File: config.mk
export PLATFORM = sky130hd
export DESIGN_NAME = dms_dlf
export DESIGN_NICKNAME = d
export VERILOG_FILES = /design/src/rtl/dms_dlf.sv
export SDC_FILE = /design/constraint.sdc
export NUM_CORES = 1
export LEC_CHECK = 0
export ABC_AREA = 1
export CAP_MARGIN = 10
export CORE_MARGIN = 3
export CORE_UTILIZATION = 55
export CTS_CLUSTER_DIAMETER = 40
export DETAILED_ROUTE_END_ITERATION = 8
export GPL_TIMING_DRIVEN = 1
export HOLD_SLACK_MARGIN = 0.08
export PLACE_DENSITY_LB_ADDON = 0.08
export RECOVER_POWER = 50
export SLEW_MARGIN = 20
export SYNTH_ARGS = -nofsm -noshare
export SYNTH_HDL_FRONTEND = slang
export SYNTH_SLANG_ARGS = --single-unit
File: constraint.sdc
create_clock -name clk -period 2.7 [get_ports clk]
set_input_delay 0.54 -clock clk [delete_from_list [all_inputs] [get_ports clk]]
set_output_delay 0.54 -clock clk [all_outputs]
set_load 0.1 [all_outputs]
File: src/rtl/dms_dlf.sv
// dms_dlf: proportional-integral loop filter turning a signed phase error into a saturated DCO control word.
// Defining DMS_DLF_POLE_EN adds a third stage: a first-order smoothing pole on the control word.
module dms_dlf #(
    parameter int unsigned IN_W       = 4,
    parameter int unsigned INT_W      = 24,
    parameter int unsigned OUT_W      = 16,
    parameter int unsigned KP_SHIFT   = 4,
    parameter int unsigned KI_SHIFT   = 8,
    parameter int          INIT_CTRL  = 0,
    parameter int unsigned POLE_SHIFT = 3
) (
    input  logic                    clk,
    input  logic                    rst_n,
    input  logic                    clr,
    input  logic                    freeze,
    input  logic                    err_valid,
    input  logic signed [IN_W-1:0]  err,
    output logic                    out_valid,
    output logic signed [OUT_W-1:0] ctrl,
    output logic                    int_sat
);

    localparam int unsigned ACC_W = INT_W + 1;
    localparam int unsigned ISH_W = INT_W - KI_SHIFT;
    localparam int unsigned P_W   = IN_W + KP_SHIFT;
    localparam int unsigned SUM_W = ((ISH_W > P_W) ? ISH_W : P_W) + 1;
    localparam int unsigned SAT_W = (SUM_W > OUT_W) ? SUM_W : OUT_W;

    localparam longint INT_MAX_L = (longint'(1) <<< (INT_W - 1)) - longint'(1);
    localparam longint INT_MIN_L = -(longint'(1) <<< (INT_W - 1));
    localparam longint OUT_MAX_L = (longint'(1) <<< (OUT_W - 1)) - longint'(1);
    localparam longint OUT_MIN_L = -(longint'(1) <<< (OUT_W - 1));

    localparam longint INIT_INT_RAW = longint'(INIT_CTRL) <<< KI_SHIFT;
    localparam longint INIT_INT_L   = (INIT_INT_RAW > INT_MAX_L) ? INT_MAX_L :
                                      (INIT_INT_RAW < INT_MIN_L) ? INT_MIN_L : INIT_INT_RAW;
    localparam longint INIT_OUT_L   = (longint'(INIT_CTRL) > OUT_MAX_L) ? OUT_MAX_L :
                                      (longint'(INIT_CTRL) < OUT_MIN_L) ? OUT_MIN_L :
                                      longint'(INIT_CTRL);

    localparam logic signed [INT_W-1:0] INT_MAX   = INT_W'(INT_MAX_L);
    localparam logic signed [INT_W-1:0] INT_MIN   = INT_W'(INT_MIN_L);
    localparam logic signed [INT_W-1:0] INIT_INT  = INT_W'(INIT_INT_L);
    localparam logic signed [OUT_W-1:0] INIT_OUT  = OUT_W'(INIT_OUT_L);
    localparam logic                    INIT_SAT  = (INIT_INT_L == INT_MAX_L) || (INIT_INT_L == INT_MIN_L);
    localparam logic signed [SAT_W-1:0] OUT_MAX_S = SAT_W'(OUT_MAX_L);
    localparam logic signed [SAT_W-1:0] OUT_MIN_S = SAT_W'(OUT_MIN_L);

    // Elaboration guard against parameter sets the datapath widths cannot support
    if (POLE_SHIFT > OUT_W || IN_W > INT_W || KI_SHIFT >= INT_W) begin : g_param_check
        $error("dms_dlf: unsupported parameter combination");
    end

    logic signed [INT_W-1:0] integ;
    logic signed [INT_W-1:0] integ_nxt;
    logic signed [ACC_W-1:0] acc_sum;
    logic signed [IN_W-1:0]  err_q;
    logic                    v1;

    // Stage 1 accumulator with clamp instead of wrap
    always_comb begin
        acc_sum   = ACC_W'(integ) + ACC_W'(err);
        integ_nxt = INT_W'(acc_sum);
        if (acc_sum[ACC_W-1] != acc_sum[ACC_W-2]) begin
            integ_nxt = acc_sum[ACC_W-1] ? INT_MIN : INT_MAX;
        end
    end

    always_ff @(posedge clk or negedge rst_n) begin
        if (!rst_n) begin
            integ   <= INIT_INT;
            err_q   <= '0;
            v1      <= 1'b0;
            int_sat <= INIT_SAT;
        end else if (clr) begin
            integ   <= INIT_INT;
            err_q   <= '0;
            v1      <= 1'b0;
            int_sat <= INIT_SAT;
        end else begin
            v1 <= err_valid;
            if (err_valid) begin
                err_q <= err;
                if (!freeze) begin
                    integ   <= integ_nxt;
                    int_sat <= (integ_nxt == INT_MAX) || (integ_nxt == INT_MIN);
                end
            end
        end
    end

    logic signed [SUM_W-1:0] i_term;
    logic signed [SUM_W-1:0] p_term;
    logic signed [SAT_W-1:0] pi_wide;
    logic signed [OUT_W-1:0] pi_sat;

    // Stage 2 PI sum; SUM_W leaves one bit of headroom so only the output clamp can limit
    always_comb begin
        i_term  = SUM_W'(integ >>> KI_SHIFT);
        p_term  = SUM_W'(err_q) <<< KP_SHIFT;
        pi_wide = SAT_W'(i_term + p_term);
        pi_sat  = OUT_W'(pi_wide);
        if (pi_wide > OUT_MAX_S) begin
            pi_sat = OUT_W'(OUT_MAX_L);
        end else if (pi_wide < OUT_MIN_S) begin
            pi_sat = OUT_W'(OUT_MIN_L);
        end
    end

`ifdef DMS_DLF_POLE_EN
    localparam int unsigned PD_W = OUT_W + 2;
    localparam logic signed [PD_W-1:0] OUT_MAX_P = PD_W'(OUT_MAX_L);
    localparam logic signed [PD_W-1:0] OUT_MIN_P = PD_W'(OUT_MIN_L);

    logic signed [OUT_W-1:0] x_q;
    logic                    v2;
    logic signed [PD_W-1:0]  pole_step;
    logic signed [PD_W-1:0]  pole_sum;
    logic signed [OUT_W-1:0] y_nxt;

    always_ff @(posedge clk or negedge rst_n) begin
        if (!rst_n) begin
            x_q <= INIT_OUT;
            v2  <= 1'b0;
        end else if (clr) begin
            x_q <= INIT_OUT;
            v2  <= 1'b0;
        end else begin
            v2 <= v1;
            if (v1) begin
                x_q <= pi_sat;
            end
        end
    end

    // Stage 3 pole: y moves 2^-POLE_SHIFT of the way toward the PI result
    always_comb begin
        pole_step = (PD_W'(x_q) - PD_W'(ctrl)) >>> POLE_SHIFT;
        pole_sum  = PD_W'(ctrl) + pole_step;
        y_nxt     = OUT_W'(pole_sum);
        if (pole_sum > OUT_MAX_P) begin
            y_nxt = OUT_W'(OUT_MAX_L);
        end else if (pole_sum < OUT_MIN_P) begin
            y_nxt = OUT_W'(OUT_MIN_L);
        end
    end

    always_ff @(posedge clk or negedge rst_n) begin
        if (!rst_n) begin
            ctrl      <= INIT_OUT;
            out_valid <= 1'b0;
        end else if (clr) begin
            ctrl      <= INIT_OUT;
            out_valid <= 1'b0;
        end else begin
            out_valid <= v2;
            if (v2) begin
                ctrl <= y_nxt;
            end
        end
    end
`else
    always_ff @(posedge clk or negedge rst_n) begin
        if (!rst_n) begin
            ctrl      <= INIT_OUT;
            out_valid <= 1'b0;
        end else if (clr) begin
            ctrl      <= INIT_OUT;
            out_valid <= 1'b0;
        end else begin
            out_valid <= v1;
            if (v1) begin
                ctrl <= pi_sat;
            end
        end
    end
`endif

endmodule

==> run metrics <==
status=finished with violations; violated checks=setup timing; sequential-to-total area share from yosys stat=27.02%; Hold WC Path Type=flop to flop; vias post-DR=5232; # H-tree levels=2; Ys Warns=0; Slew Limit Fails=0; Final Hold Fails=0; Rel. slew slack=10.43%; Net Sw Power=1.418 mW; final setup fails=1; CTS tree=done; Cell Count, Final, Fillers Out=912; hold path depth=2; RR Endpoint=int_sat$_DFFE_PN0P_; LEAKAGE=3.289 nW; Pint=1.879 mW; clk_lat worst skew=0.31 ns; CTS max path bufs=2; clk slew on worst S/H paths=0.09 ns; total power=3.296 mW; Syn-to-layout area delta=46.45%; row cnt=31; IO Pins=27; routed len/inst=16.93 um; post-layout instance area=0.006375 mm^2; Area after DPL=0.005509 mm^2; Max Cap Viol=0; met1 Use GR=43.21%; CTS Buf Count=5; synth top area cells=dfrtp_1, nand2_1, ha_1; PD cells=517.1 mW/mm^2; Filler cells=424; reg2reg setup slack=0.02 ns; ANT cells=0; setup TNS=-0.03547 ns; Post-synth EDFFs=0; IO Port Bufs=26; Nets=859; ys async rst share=100.0%; WP data required=2.95 ns; combinational share of power=58.1%; starting density of the core=58.45%; Syn Area/Cell=6.565 um^2; crit path capture type=flop; dpl ws=-0.7684 ns; most common cell after layout, fill and taps aside=nand2_1; Yosys cell types=36; register share of total power=25.3%; Reg2Reg Depth=19; Synth top area share=27.02%; final wirelength=15.44 mm; Fmax=0.3656 GHz; Clock Tree Root=clkbuf_8; initial antenna violation count=0; Remaining DRCs=0; WHS=0.4935 ns; Placed Cells=893; layout cell share with drive strength beyond 1=33.58%; clock network fraction of design power=16.6%; Die Width=94.96 um; M3 GR Usage=4.143%; WS Path Type=primary input to flop; critical-path maximum fanout=7; DP HPWL=10.54 mm; WP data arrival=2.99 ns; Initial DRC Count=380; Antenna Nets Post-Route=0; crit path time final=2.735 ns; syn nets=710; period utilization=101.3%; Setup crit start kind=primary input; Final Util=85.60%; RSZ-0062 raised after global routing=yes; Initial DRT Pass Iterations=6; largest net degree at the start of global routing=26; hold path endpoint=ctrl[9]$_DFFE_PN0P_; worst setup margin=-0.03547 ns; Die Y=94.96 um; Switching Share=43.00%; Clock Sink Count=47; Syn Std Cell Area=0.004353 mm^2; core area=0.007447 mm^2; GPL Wtd Cong=0.9175; worst slew pin tran=1.344 ns; first-pass GRT wire length=23.23 mm; gr ovfl total=0; die area=0.009017 mm^2; vias in the first global route=4933; worst flop-to-flop path startpoint=integ[0]$_DFFE_PN0P_; Worst Skew=0.007635 ns; critical hold path startpoint=ctrl[9]$_DFFE_PN0P_; Synth Flop Type=dfrtp_1; met2 Use GR=55.96%; number of synthesized register bits=47; Synth area leader=dfrtp_1; cts hold-fix bufs=0; Syn Inst Count=663; Total GRT Usage=33.29%; Via-to-Cell Ratio=5.737; peak supply drop=0.0004634 V; GRT busiest layer=met2; commonest non-fill, non-tap cells in the layout=nand2_1, buf_4, inv_1
[registers in the layout, summed over array words and instances, names as in the netlist]
register,count
ctrl,16
err_q,4
int_sat,1
integ,24
out_valid,1
v1,1
[cells in the mapped netlist, drive strengths merged (7+ instances only)]
library cell,count
o21ai,42
ha,36
nor2,62
a21oi,39
nor3,7
inv,73
xnor2,12
xor2,10
nand3,28
dfrtp,47
nand4,15
nand2,249
[power groups by stage]
stage | clock (mW) | combinational (mW) | sequential (mW)
finish | 0.546 | 1.92 | 0.833
global route | 0.575 | 2.06 | 0.838
CTS | 0.552 | 1.73 | 0.830
detailed placement | 0 | 1.56 | 0.830
global placement | 0 | 1.54 | 0.829
floorplan | 0 | 0.794 | 0.945
[layer usage]
| layer | wire [um] | share of wire [%] |
|---|---|---|
| met1 | 6285 | 41 |
| met2 | 7304 | 47 |
| met3 | 1086 | 7.0 |
| met4 | 760 | 4.9 |
| met5 | 0 | 0 |
[area by class of cell]
cell class | count | area (um^2) | share of cell area, %
Multi-Input combinational cell | 535 | 3482 | 54.62
Timing Repair Buffer | 149 | 1195 | 18.74
Sequential cell | 47 | 1179 | 18.49
Inverter | 74 | 277.8 | 4.357
Tap cell | 99 | 123.9 | 1.943
Clock buffer | 6 | 82.58 | 1.295
Clock inverter | 2 | 35.03 | 0.5496
[cell families (layout without fill, tap and decap cells)]
kind of cell | Yosys count | count (layout) | synth area share (%)
AND/OR/NAND/NOR | 369 | 372 | 35.64
AO/OA/AOI/OAI | 103 | 103 | 13.74
buffers and inverters | 84 | 231 | 7.905
flip-flops | 47 | 47 | 27.02
adder cells (fa/ha/maj) | 38 | 38 | 11.27
XOR/XNOR | 22 | 22 | 4.426
[worst max-delay path, stage by stage]
cell and delay [ns]:
buf_4 0.17, clkbuf_16 0.18, ha_4 0.26, nand2_1 0.08, nand2_1 0.08, nand2_1 0.09
nand2_1 0.09, a21oi_2 0.22, nand4_1 0.23, nand2_8 0.22, nand2_8 0.10, nand2_1 0.12
nand2_2 0.08, nor2_2 0.10, nand2_1 0.05, nor2_1 0.10, nand3_1 0.09, nand2_1 0.07
nand2_1 0.05, nand2_1 0.05
[worst max-delay path by stage]
| stage | from | to | slack, ns | cells after the start |
|---|---|---|---|---|
| finish | err[3] | int_sat$_DFFE_PN0P_ | -0.04 | 20 |
| CTS | err[3] | int_sat$_DFFE_PN0P_ | 0.003 | 23 |
| floorplan | err[0] | int_sat$_DFFE_PN0P_ | 0.03 | 22 |
| global placement | err[3] | int_sat$_DFFE_PN0P_ | -0.72 | 20 |
| detailed placement | err[0] | int_sat$_DFFE_PN0P_ | -0.77 | 22 |
| global route | err[3] | int_sat$_DFFE_PN0P_ | -0.26 | 20 |
[repair_timing]
item,in CTS,in global routing
cloned,5,1
pin swaps,13,35
setup endpoints to repair,24,27
endpoints found under the hold margin,0,0
buffers inserted,1,4
resized for setup,64,70
Power figures use the tool's default switching activity.
